--- src/rtl/branch_history_update.sv ---
// ---------------------------------------------------------------------------
// branch_history_update
//
// Direction predictor with resolution-side update and redirect generation.
// A direct-mapped, untagged table of 2-bit saturating counters is read
// combinationally at fetch and trained when a conditional branch resolves
// in EX.  Any resolution whose actual next-PC disagrees with the PC that
// fetch used produces a one-cycle registered redirect.
//
// Ports
//   clk             sole clock, rising edge
//   rstn            asynchronous active-low reset
//   fetch_pc        PC currently in fetch
//   predict         predicted direction for fetch_pc (1 = taken)
//   ex_valid        resolved control-flow instruction present in EX
//   ex_is_cond      EX instruction is a conditional branch (0 = jump)
//   ex_pc           PC of the EX instruction
//   ex_pred_pc      next-PC fetch used for the EX instruction
//   ex_taken        actual direction (treated as 1 for jumps)
//   ex_target       actual taken target
//   redirect        registered one-cycle pulse: restart fetch
//   redirect_pc     correct next-PC, held until the next redirect
//   branch_cnt      accepted conditional resolutions (wraps)
//   mispredict_cnt  issued redirects (wraps)
// ---------------------------------------------------------------------------
module branch_history_update #(
    parameter int IDX_W = 6
) (
    input  logic        clk,
    input  logic        rstn,
    input  logic [31:0] fetch_pc,
    output logic        predict,
    input  logic        ex_valid,
    input  logic        ex_is_cond,
    input  logic [31:0] ex_pc,
    input  logic [31:0] ex_pred_pc,
    input  logic        ex_taken,
    input  logic [31:0] ex_target,
    output logic        redirect,
    output logic [31:0] redirect_pc,
    output logic [31:0] branch_cnt,
    output logic [31:0] mispredict_cnt
);

    localparam int ENTRIES = 1 << IDX_W;

    logic [1:0]       ctr_q [ENTRIES];
    logic [IDX_W-1:0] fetch_idx;
    logic [IDX_W-1:0] ex_idx;
    logic             accept;
    logic             eff_taken;
    logic [31:0]      actual_npc;
    logic             mispredict;
    logic             unused_fetch_bits;

    assign fetch_idx = fetch_pc[IDX_W+1:2];
    assign ex_idx    = ex_pc[IDX_W+1:2];

    // Only the index bits of fetch_pc matter; the table carries no tag.
    assign unused_fetch_bits = ^{fetch_pc[31:IDX_W+2], fetch_pc[1:0]};

    // Read is the registered table value: an update landing at this edge
    // is not forwarded to a same-cycle read.
    assign predict = ctr_q[fetch_idx][1];

    // While a redirect is out, whatever sits in EX is wrong-path.
    assign accept     = ex_valid && !redirect;
    assign eff_taken  = ex_is_cond ? ex_taken : 1'b1;
    assign actual_npc = eff_taken ? ex_target : (ex_pc + 32'd4);
    assign mispredict = accept && (actual_npc != ex_pred_pc);

    always_ff @(posedge clk or negedge rstn) begin
        if (!rstn) begin
            for (int i = 0; i < ENTRIES; i++) begin
                ctr_q[i] <= 2'b01;
            end
        end else if (accept && ex_is_cond) begin
            if (ex_taken) begin
                if (ctr_q[ex_idx] != 2'b11) begin
                    ctr_q[ex_idx] <= ctr_q[ex_idx] + 2'b01;
                end
            end else begin
                if (ctr_q[ex_idx] != 2'b00) begin
                    ctr_q[ex_idx] <= ctr_q[ex_idx] - 2'b01;
                end
            end
        end
    end

    always_ff @(posedge clk or negedge rstn) begin
        if (!rstn) begin
            redirect       <= 1'b0;
            redirect_pc    <= 32'h0000_0000;
            branch_cnt     <= 32'd0;
            mispredict_cnt <= 32'd0;
        end else begin
            // A redirect can never follow itself: the shadow cycle blocks
            // acceptance, so this naturally forms a one-cycle pulse.
            redirect <= mispredict;
            if (mispredict) begin
                redirect_pc    <= actual_npc;
                mispredict_cnt <= mispredict_cnt + 32'd1;
            end
            if (accept && ex_is_cond) begin
                branch_cnt <= branch_cnt + 32'd1;
            end
        end
    end

endmodule
--- config.mk ---
export PLATFORM = sky130hd
export DESIGN_NAME = branch_history_update
export DESIGN_NICKNAME = d
export VERILOG_FILES = /design/src/rtl/branch_history_update.sv
export SDC_FILE = /design/constraint.sdc
export NUM_CORES = 1
export LEC_CHECK = 0
export CAP_MARGIN = 10
export CORE_ASPECT_RATIO = 2
export CORE_MARGIN = 4
export CORE_UTILIZATION = 40
export CTS_CLUSTER_DIAMETER = 150
export DETAILED_ROUTE_END_ITERATION = 6
export MAX_ROUTING_LAYER = met4
export PLACE_DENSITY = 0.69
export SYNTH_ARGS = -nofsm -noshare
export SYNTH_HDL_FRONTEND = slang
export SYNTH_SLANG_ARGS = --single-unit
--- constraint.sdc ---
create_clock -name clk -period 8.6 [get_ports clk]
set_input_delay 2.58 -clock clk [delete_from_list [all_inputs] [get_ports clk]]
set_output_delay 2.58 -clock clk [all_outputs]
set_load 0.01 [all_outputs]
# Yosys cells after proc, flatten, opt, wreduce, memory -nomap -nowiden
# Cells that the tools add are included.
# W data, S select, Z words.
dict set report word_totals {
  register_bits 225
  in_bits 133
  output_inout_bits 98
  wordCells 104
}
dict set report op_classes {
  addsub 5
  order_cmp 3
  eq_ne 3
  mux 15
  bitwise_logic 2
  reduce_logical 8
}
# operator count
set ops {}
lappend ops {{$mux W128} 3}
lappend ops {{$bwmux W128} 2}
lappend ops {{$add A32 B1 Y32 const B} 2}
lappend ops {{$add A32 B3 Y32 const B} 1}
lappend ops {{$mux W32} 1}
lappend ops {{$ne A32 B32 Y1} 1}
lappend ops {{$bmux W2 S6} 2}
lappend ops {{$ge A7 B7 Y1 const B} 2}
lappend ops {{$not A6 Y7} 2}
lappend ops {{$demux W2 S6} 1}
lappend ops {{$mux W2} 5}
lappend ops {{$lt A7 B1 Y1 const B} 1}
lappend ops {{$logic_and A1 B1 Y1} 4}
lappend ops {{$reduce_bool A2 Y1} 2}
lappend ops {{$reduce_and A3 Y1} 1}
lappend ops {{$add A2 B1 Y2 const B} 1}
lappend ops {{$ne A2 B1 Y1 const B} 1}
lappend ops {{$ne A2 B2 Y1 const B} 1}
lappend ops {{$sub A2 B1 Y2 const B} 1}
lappend ops {{$logic_not A1 Y1} 1}
lappend ops {{$mux W1} 1}

# Longest topological paths before layout
dict set report depth {
  ltp_word 8
  mapped_depth 19
  mapped_depth_nobuf 17
}

# Worst setup path after synthesis
# Ideal clock, no wire load.
dict set report synth_path {
  path_kind {input-to-output}
  from {in fetch_pc[2]}
  to {out predict}
  t_arrival_ns 5.020
  required_time_ns 6.020
  path_slack_ns 1.000
  cell_stages 5
  path_buffers 2
  path_cell_list {clkbuf_1 > buf_1 > mux4_2 > mux4_2 > mux4_2}
}
dict set report synth_via {
  elab_chain_cells 4
}
# item line
set synth_rtl {}
lappend synth_rtl {{start, declared} 31} ;# input logic [31:0] fetch_pc,
lappend synth_rtl {{$not A6 Y7 (implied by the code)} 64} ;# assign predict = ctr_q[fetch_idx][1];
lappend synth_rtl {{$bmux W2 S6} 64}
lappend synth_rtl {{$mux W2 (implied by the code) (2 in series)} 64}
lappend synth_rtl {{end, declared} 32} ;# output logic predict,
# No other way between the ends. The select of a mux whose other input is x is not followed.

# Worst setup path after layout
# Same ends and word-level chain as after synthesis.

==> results.toml <==
[outcome]
status = "complete, no violations"

[die]
core_region_area_um2 = 31700
die-area_um2 = 35200
die_y_um = 261
start_util_pct = 40.5
die_x_um = 135
placementRows = 92
io_pins = 231

[synth]
ys.flop_type = "dfrtp_1"
async_reset_ff_share_pct = 100
synthAdderAreaFrac_pct = 0.488
synth_top_family_by_area = "multiplexers"
ys_warn_count = 0
synth_xor_area_share_pct = 8.87
postSynthCellCount = 1231
syn-num-nets = 1369
yosysSeqAreaShare_pct = 44.5
synth_area_um2 = 12800
avgSynthCellArea_um2 = 10.4
ys_seq_elements = 225
synth.area.mux_share_pct = 16.8
ys_types = 67
synthSimpleGateAreaFrac_pct = 16.4
synth-compound-area-share_pct = 9.85
synth_edf_count = 0

[detailed_routing]
initialDrtViolationCount = 575
drtAntennaViolNets = 0
viasPerCell = 5.68
drc = 0
routedWlPerCell_um = 21.2
firstDrtPassIters = 6
route.vias.total = 10600
drt-total-wl_um = 39600

[global_route]
grt.total_usage_pct = 22.8
grt_pass1_wl_um = 61500
grt_pass1_vias = 11100
grt_max_degree = 187
antenna_found_initial = 0
grt_overflow = 0

[clock_network]
cts_setup_buffers = 0
insertion_delay_ps = 530
cts_hold_buf = 0
root_buffer = "clkbuf_16"
cts_tree = "done"
htreeDepth = 1
cts_inserted_buffers = 22
clkSinkCount = 225
cts_resized = 0
clk_pin_slew_ps = 60
clock_path_buffers = 3

[sta]
setup_tns_ps = 0
setup_ws_ps = 555
maxSlewViolCount = 0
rsz0062_at_grt = "false"
fin_crit_ps = 8050
setup_viol = 0
fin_crit_sh_pct = 93.6
max_freq_ghz = 0.124
fin_skew_ps = 12.1
worstMarginPinSlew_ps = 1150
hold_violations = 0
slew-limit-headroom_pct = 23.3

[pwr]
p_leak_nw = 6.70
p_total_mw = 2.84
ir_worst_vdd_mv = 0.142
power.density_nw_per_um2 = 176

[setup_path]
rr_worst_depth = 12
cp-end-kind = "primary output"
start_kind = "input pin"
path_max_fanout = 16
cp.arrival_ps = 5470
crit_type = "in2out"
crit_required_ps = 6020

[final_layout]
n_antenna_cell = 0
area_delta_synth_final_pct = 25.7
num-nets-final = 1564
final_area_um2 = 16100
layout_common_cells = "203 x clkdlybuf4s50_1, 161 x dfrtp_1, 140 x nand2_1"
final_common_cell = "clkdlybuf4s50_1"
drive_gt1_share_pct = 21.4

[place]
port_buffers = 204
dp_hpwl_um = 30000
dpl_cell_area_um2 = 15400
place_congestion = 0.965
dp_slack_ps = 528

[worst_hold_path]
hold_depth = 1
hp-class = "reg2reg"

[job]
maxCapViolCount = 0
==> final timing paths <==
path,startpoint,slack (ps),to
worst max-delay path,fetch_pc[2],550,predict
worst min-delay path,branch_cnt[31]$_DFFE_PN0P_,470,branch_cnt[31]$_DFFE_PN0P_
worst max register to register,register,4670,ctr_q[41]$_DFFE_PN0P_
worst min register to register,branch_cnt[31]$_DFFE_PN0P_,470,branch_cnt[31]$_DFFE_PN0P_
max in group asynchronous,rstn,5270,ctr_q[89]$_DFFE_PN0P_
min in group asynchronous,rstn,1940,redirect_pc[19]$_DFFE_PN0P_
==> cells by family after synthesis <==
| kind of cell | Yosys count |
|---|---|
| mux | 162 |
| fa+ha+maj | 5 |
| compound gates | 196 |
| xor+xnor | 130 |
| flops | 225 |
| simple gates | 420 |
| buf+inv | 93 |
==> through the flow <==
stage,hold slack (ps),cells,utilization (%)
2_1_floorplan,458,1231,-
3_3_place_gp,459,1825,48.7
3_5_place_dp,471,1825,48.7
4_1_cts,481,1865,50.9
5_1_grt,496,1865,50.9
6_report,472,1865,50.9
==> cell type report <==
type | instances | area, µm²
clock buffers | 33 | 674
clock inverters | 7 | 46.3
fillers | 2819 | 15500
inverters | 22 | 82.6
multi-input cells | 913 | 6740
flip-flops and latches | 225 | 5710
well taps | 423 | 529
repair buffers | 242 | 2340
==> routing by layer <==
layer  vias up  wire, µm  global-route usage [%]
li1       4853         -                       -
met1      5233     13600                    22.8
met2       388     21700                    42.6
met3       124      2240                    3.13
met4         0      2110                    11.2
met5         -         0                       -
==> cell usage after synthesis (6+ instances only) <==
cell      number  area share (%)
o21ai_0       70             2.7
a22o_1         8            0.55
nand2_1      140             4.1
nand3_1       43             1.7
nand4_1       33             1.6
mux2i_1        8            0.62
a31oi_1        8            0.39
mux4_2        21             3.7
nor3b_1        6            0.35
a21oi_1       19            0.74
inv_1         20            0.59
xor2_1        71             4.8
nor2_1        85             2.5
o22ai_1       28             1.4
nor2b_1        7            0.34
or3_1          7            0.34
mux2_2       105             9.2
a22oi_1       19             1.1
dfrtp_1      161              31
clkbuf_1      53             1.6
nor4_1        18            0.88
nand2b_1       7            0.34
dfstp_2       64              13
nor3_1        22            0.86
and2_1         6            0.29
a221oi_1      12            0.82
and3_1        13            0.63
xnor2_1       59             4.0
mux2_4        28             3.3
==> critical path: stages <==
cell	delay, ps
clkdlybuf4s50_1	450
buf_4	310
mux4_2	570
mux4_2	510
mux4_2	520
clkdlybuf4s50_1	510
==> power breakdown <==
group          switching [mW]  leakage (nW)  internal (mW)  total [mW]
Sequential             0.0841          2.80           1.17        1.26
Clock                   0.423         0.361          0.545       0.968
Combinational           0.308          3.53          0.304       0.612
Total                   0.815          6.70           2.02        2.84
No activity file was read; power rests on OpenSTA's default activity.
